==> config.mk <==
export PLATFORM = sky130hd
export DESIGN_NAME = systolic_result_collector
export DESIGN_NICKNAME = d
export VERILOG_FILES = /design/src/rtl/systolic_result_collector.sv
export SDC_FILE = /design/constraint.sdc
export NUM_CORES = 2
export LEC_CHECK = 0
export BUFFER_PORTS_ARGS = -buffer_cell sky130_fd_sc_hd__buf_2
export CORE_UTILIZATION = 35
export CTS_CLUSTER_SIZE = 20
export DETAILED_ROUTE_END_ITERATION = 10
export REMOVE_ABC_BUFFERS = 1
export SYNTH_ARGS = -nofsm -noshare
export SYNTH_HDL_FRONTEND = slang
export SYNTH_SLANG_ARGS = --single-unit
export TNS_END_PERCENT = 50
==> constraint.sdc <==
create_clock -name clock_sink -period 7.3 [get_ports clock_sink]
set_clock_uncertainty 0.1 [all_clocks]
set_input_delay 0.365 -clock clock_sink [delete_from_list [all_inputs] [get_ports clock_sink]]
set_output_delay 0.365 -clock clock_sink [all_outputs]
set_load 0.01 [all_outputs]
==> src/rtl/systolic_result_collector.sv <==
// Result sink for systolic_array_top: buffers up to DEPTH stream beats and
// exposes them, plus fill status and a completion flag, over a 32-bit CSR port.
module systolic_result_collector #(
    parameter int DATA_W = 128,
    parameter int DEPTH  = 16
) (
    input  logic              clock_sink,
    input  logic              reset_sink_reset,
    input  logic [DATA_W-1:0] data_in_data,
    input  logic              data_in_valid,
    output logic              data_in_ready,
    input  logic [7:0]        csr_address,
    input  logic              csr_read,
    output logic [31:0]       csr_readdata,
    input  logic              csr_write,
    input  logic [31:0]       csr_writedata,
    output logic              done
);

    // Stream handshake: a beat transfers on a rising edge where
    // data_in_valid and data_in_ready are both high; nothing else moves it.
    localparam int WPB = DATA_W / 32;
    localparam int AW  = (DEPTH > 1) ? $clog2(DEPTH) : 1;
    localparam int CW  = $clog2(DEPTH + 1);
    localparam logic [CW-1:0] FULL_CNT = CW'(DEPTH);

    logic [DATA_W-1:0] mem [DEPTH];
    logic [AW-1:0]     wr_ptr, wr_ptr_nxt;
    logic [CW-1:0]     count, count_nxt;
    logic [15:0]       expect_cnt, expect_nxt;
    logic              done_nxt;
    logic              accept, clear, expect_wr;
    logic              full, empty;
    logic [31:0]       rd_val;
    logic [DATA_W-1:0] rd_line;
    int                rd_beat, rd_word;
    logic              unused_wdata;

    assign unused_wdata = ^csr_writedata[31:16];

    assign accept    = data_in_valid && data_in_ready;
    assign clear     = csr_write && (csr_address == 8'h01) && csr_writedata[0];
    assign expect_wr = csr_write && (csr_address == 8'h02);
    assign full      = (count == FULL_CNT);
    assign empty     = (count == '0);

    // Clear has priority: a beat handshaked on the clearing edge is dropped.
    always_comb begin
        count_nxt  = count;
        wr_ptr_nxt = wr_ptr;
        if (clear) begin
            count_nxt  = '0;
            wr_ptr_nxt = '0;
        end else if (accept) begin
            count_nxt  = count + 1'b1;
            wr_ptr_nxt = wr_ptr + 1'b1;
        end
        expect_nxt = expect_wr ? csr_writedata[15:0] : expect_cnt;
        done_nxt   = (expect_nxt != 16'd0) && (16'(count_nxt) >= expect_nxt);
    end

    always_comb begin
        rd_val  = '0;
        rd_beat = int'(csr_address[5:0]) / WPB;
        rd_word = int'(csr_address[5:0]) % WPB;
        rd_line = mem[rd_beat[AW-1:0]];
        if (csr_address[7:6] == 2'b01) begin
            if (rd_beat < int'(count)) rd_val = rd_line[rd_word*32 +: 32];
        end else begin
            case (csr_address)
                8'h00:   rd_val = {13'd0, done, empty, full, 16'(count)};
                8'h02:   rd_val = {16'd0, expect_cnt};
                default: rd_val = '0;
            endcase
        end
    end

    // Storage is deliberately left out of reset; stale beats are masked by count.
    always_ff @(posedge clock_sink) begin
        if (accept) mem[wr_ptr] <= data_in_data;
    end

    always_ff @(posedge clock_sink or posedge reset_sink_reset) begin
        if (reset_sink_reset) begin
            wr_ptr        <= '0;
            count         <= '0;
            expect_cnt    <= '0;
            done          <= 1'b0;
            data_in_ready <= 1'b0;
            csr_readdata  <= '0;
        end else begin
            wr_ptr        <= wr_ptr_nxt;
            count         <= count_nxt;
            expect_cnt    <= expect_nxt;
            done          <= done_nxt;
            data_in_ready <= (count_nxt != FULL_CNT);
            if (csr_read) csr_readdata <= rd_val;
        end
    end

endmodule

* Word-level counts from Yosys, hierarchy flattened
Memory sizes are Yosys's and may differ from the RTL's.
Index checks and enable logic that the tools add are counted.
** Storage, ports and cells
- Bits in registers :: 59
- Bits in writable memories :: 2048
- Input port bits :: 173
- Output and inout bits :: 34
- Memories kept :: 1
** Memories
- mem :: depth 16, width 128, rd ports 1, clocked after Yosys merged registers in 0, write ports 1, line 27 : logic [DATA_W-1:0] mem [DEPTH];
** Cells by class
- $add $sub $neg :: 2
- Order comparisons :: 2
- Equality and inequality tests :: 5
- Shift-type cells :: 1
- Mux-type cells :: 10
- Reductions and logical operators :: 9
** Operator list (number)
- $shiftx 128x8->32 :: 1
- $mux 32 :: 2
- $pmux 19 s2 :: 1
- $ge 5x16->1 :: 1
- $mux 16 :: 1
- $reduce_bool 16->1 :: 1
- $mux 5 :: 2
- $eq 8x1->1 const B :: 1
- $eq 8x2->1 const B :: 1
- $logic_not 8->1 :: 1
- $mux 4 :: 2
- $add 5x1->5 const B :: 1
- $eq 5x5->1 const B :: 1
- $logic_and 1x1->1 :: 5
- $logic_not 5->1 :: 1
- $lt 4x5->1 :: 1
- $ne 5x5->1 const B :: 1
- $add 4x1->4 const B :: 1
- $eq 2x1->1 const B :: 1
- $mux 1 :: 2
- $reduce_bool 2->1 :: 1

* Logic depth before layout (Yosys ltp)
- Word-level depth :: 6
- Gate-level depth with buffers :: 15

* Worst setup path after synthesis
OpenSTA, ideal clock, no wires.
- Kind :: register to register
- Start :: register data_in_ready
- End :: memory mem[10][0] (enable)
- Setup time :: 0.502 ns
- Arrival time :: 3.815 ns
- Required time :: 6.698 ns
- Path slack :: 2.884 ns
- Cell stages (with the launch flop) :: 4
- Buffers on the path :: 0
- Cells stage by stage :: dfrtp_1 -> nand2_1 -> nor3b_1 -> and2_1
** Between the ends
- Cells in the longest elaborated chain, start to end :: 3
** Ends and longest elaborated chain
- from (decl) :: line 11 : output logic data_in_ready,
- from (signal assigned) :: line 96 : data_in_ready <= (count_nxt != FULL_CNT);
- $logic_and 1x1->1 :: line 41 : assign accept = data_in_valid && data_in_ready;
- $mux 1 :: line 80 : if (accept) mem[wr_ptr] <= data_in_data;
- $mux 1 (implied by the code) :: line 80
- to (decl) :: line 27
Every way passes these cells.

==> reports/metrics.csv <==
metric;value;unit
cts_resized;0;
yosysSeqAreaShare;0.7791;
grt_max_degree;114;
numCtsBuffers;199;
grt_pass1_vias;40536;
vias;39946;
pre_cts_ws;3.101;ns
die_area;232900;um^2
crit_type;primary input to flop;
final_hold_viol_count;0;
insertion_delay;0.83;ns
wl_per_cell;28.75;um
hold_slack;0.1501;ns
synth-adder-area-share;0.002167;
synth_seq_cells;2107;
placed_cell_area;85480;um^2
arrival;4.10;ns
area_delta_synth_final;15.30;%
hpwl;112.1;mm
netlist_area;80830;um^2
cts-root-buf;clkbuf_16;
powerDensity;294.5;nW/um^2
synth_simple_gate_area_share;0.01762;
clk_path_buf_depth;3;
max_cap_violations;0;
tns;0;ns
path_max_fanout;32;
vdd_ir_drop_max;0.0002086;V
synth_cells;3688;
viasPerCell;5.450;
dp.cells;6795;
synth_xor_area_frac;0.0007585;
final_cell_mix;edfxtp_1 (2048), mux4_2 (439), mux2i_1 (215);
wl_met1;88.99;mm
ys_warn_count;0;
fmax;0.2892;GHz
detail-route-antenna-nets;0;
die_w;482.6;um
wl_met2;103.5;mm
gp_congestion;0.7748;
synth_edf_count;2048;
track_usage;0.1803;
final_cells;7330;
grt_pass1_wl;300.4;mm
rows;176;
io_buffer_count;190;
nNetsFinal;4307;
crit_path_cell_trace;dlygate4sd3_1 > buf_2 > inv_2 > a2111o_1 > a31o_2 > nor2_2 > buf_4 > o21ai_0 > nand3_1;
fillers;20104;
firstDrtPassIters;8;
worst_hold_path_type;primary input to flop;
drtIter0Drc;4577;
met3_length;13.73;mm
setup_ws;3.842;ns
critPathLaunchType;primary input;
end_kind;flop;
cts_tree;done;
final_common_cell;edfxtp_1;
async_flop_share;0.02800;
multi_input_area;16800;um^2
start_util;0.3519;
post_synth_mux_area_share;0.1515;
fin_area;93200;um^2
register_area;62980;um^2
top_layer;met5;
drc;0;
tightestPinTransition;1.304;ns
run_status;completed;
synth_top_family_by_area;multiplexers;
synth-compound-area-share;0.03376;
power.total;27.45;mW
fp.dieH;482.6;um
cts_sinks;2107;
cts.reportedPaths.clkPinSlew;0.06;ns
antenna_found_initial;50;
slew_headroom;0.1274;
grt.overflow.total;0;
avgSynthCellArea;21.92;um^2
drive_above_1_share;0.2443;
crit_required;7.94;ns
core;229700;um^2
slowest_stage;dlygate4sd3_1;
setup_viol_count_final;0;
p_leak;29.94;nW
hold_buffers;150;
yosysUniqueCellTypes;65;
htreeDepth;4;
rsz0062_at_grt;no;
dominantRegCellSynth;edfxtp_1;
maxSlewViolCount;0;
max_stage_delay;0.52;ns
period_needed;3.458;ns
post-cts-setup-buffers;0;
pin_count;207;
postLayoutCoreUtil;0.4058;
drt-total-wl;210.7;mm
fin_crit_sh;0.4737;
## report_power, final
group | internal, mW | total (mW) | switching [mW]
clock | 5.51 | 9.92 | 4.41
combinational | 0.879 | 2.77 | 1.90
sequential | 14.5 | 14.8 | 0.252
total | 20.9 | 27.4 | 6.56
## worst max-delay path: cells and delay by family
kind            cells  cell delay [ns]
simple gates        2             0.69
buf+inv             4             1.66
compound gates      3             1.32
## Yosys cell counts, drive strengths merged, types with 3 or more instances
library cell,count,share of area
a211oi,5,0.00046
a21boi,4,0.00037
a21oi,33,0.0020
a221o,3,0.00037
a221oi,29,0.0031
a222oi,4,0.00050
a22o,7,0.00076
a22oi,146,0.014
a32oi,8,0.00087
and2,15,0.0012
and3,8,0.00062
buf,128,0.011
clkbuf,67,0.0031
dfrtp,59,0.018
edfxtp,2048,0.76
ha,14,0.0022
inv,17,0.00079
mux2,18,0.0025
mux2i,215,0.027
mux4,439,0.12
nand2,83,0.0039
nand2b,10,0.00077
nand3,41,0.0026
nand4,19,0.0015
nor2,39,0.0019
nor2b,15,0.0012
nor3,23,0.0014
nor4,8,0.00062
o2111ai,4,0.00043
o211ai,16,0.0015
o21ai,101,0.0063
o221ai,5,0.00054
o22ai,12,0.00093
o31ai,3,0.00028
o32ai,4,0.00043
or4,4,0.00037
xnor2,5,0.00054
## flip-flops by register name, summed over array words and instances (netlist names)
register       flops
mem             2048
csr_readdata      32
expect_cnt        16
count              5
wr_ptr             4
data_in_ready      1
done               1
## routing by layer
metal / track usage / vias up
met3: 0.03124 / 296
met4: 0.04276 / 20
li1: - / 16556
met2: 0.2976 / 1414
met1: 0.2481 / 21660
met5: 0 / -
## path summary, 6_finish.rpt
| kind | depth (start not counted) | endpoint | startpoint | slack, ns |
|---|---|---|---|---|
| min | 4 | csr_readdata[4]$_DFFE_PP0P_ | csr_address[7] | 0.15 |
| max | 9 | csr_readdata[20]$_DFFE_PP0P_ | csr_read | 3.84 |
| max reg2reg | 5 | mem[2][105]$_DFFE_PP_ | data_in_ready$_DFF_PP0_ | 3.93 |
| min in group asynchronous | 4 | csr_readdata[28]$_DFFE_PP0P_ | reset_sink_reset | 0.53 |
| min reg2reg | 2 | csr_readdata[22]$_DFFE_PP0P_ | csr_readdata[22]$_DFFE_PP0P_ | 0.39 |
| max in group asynchronous | 5 | expect_cnt[0]$_DFF_PP0_ | reset_sink_reset | 5.45 |
## layout make-up
cell class                      instances  area share
Inverter                               17   0.0007518
Clock inverter                        108    0.008793
Antenna cell                           19   0.0005101
Timing Repair Buffer                  426     0.03593
Tap cell                             3026     0.04062
Clock buffer                          258     0.05738
Sequential cell                      2107      0.6757
Multi-Input combinational cell       1369      0.1803
## cell families (layout without fill, tap and decap cells)
logic type                 after synthesis  count (layout)
adders and majority gates               14              14
AOI/OAI and AO/OA                      396             396
xor gates and xnor gates                 7               7
and+or+nand+nor                        280             280
other                                    0              19
DFF                                   2107            2107
buffers and inverters                  212             809
muxes                                  672             672
Note: power is estimated with default switching activity, not from simulation.
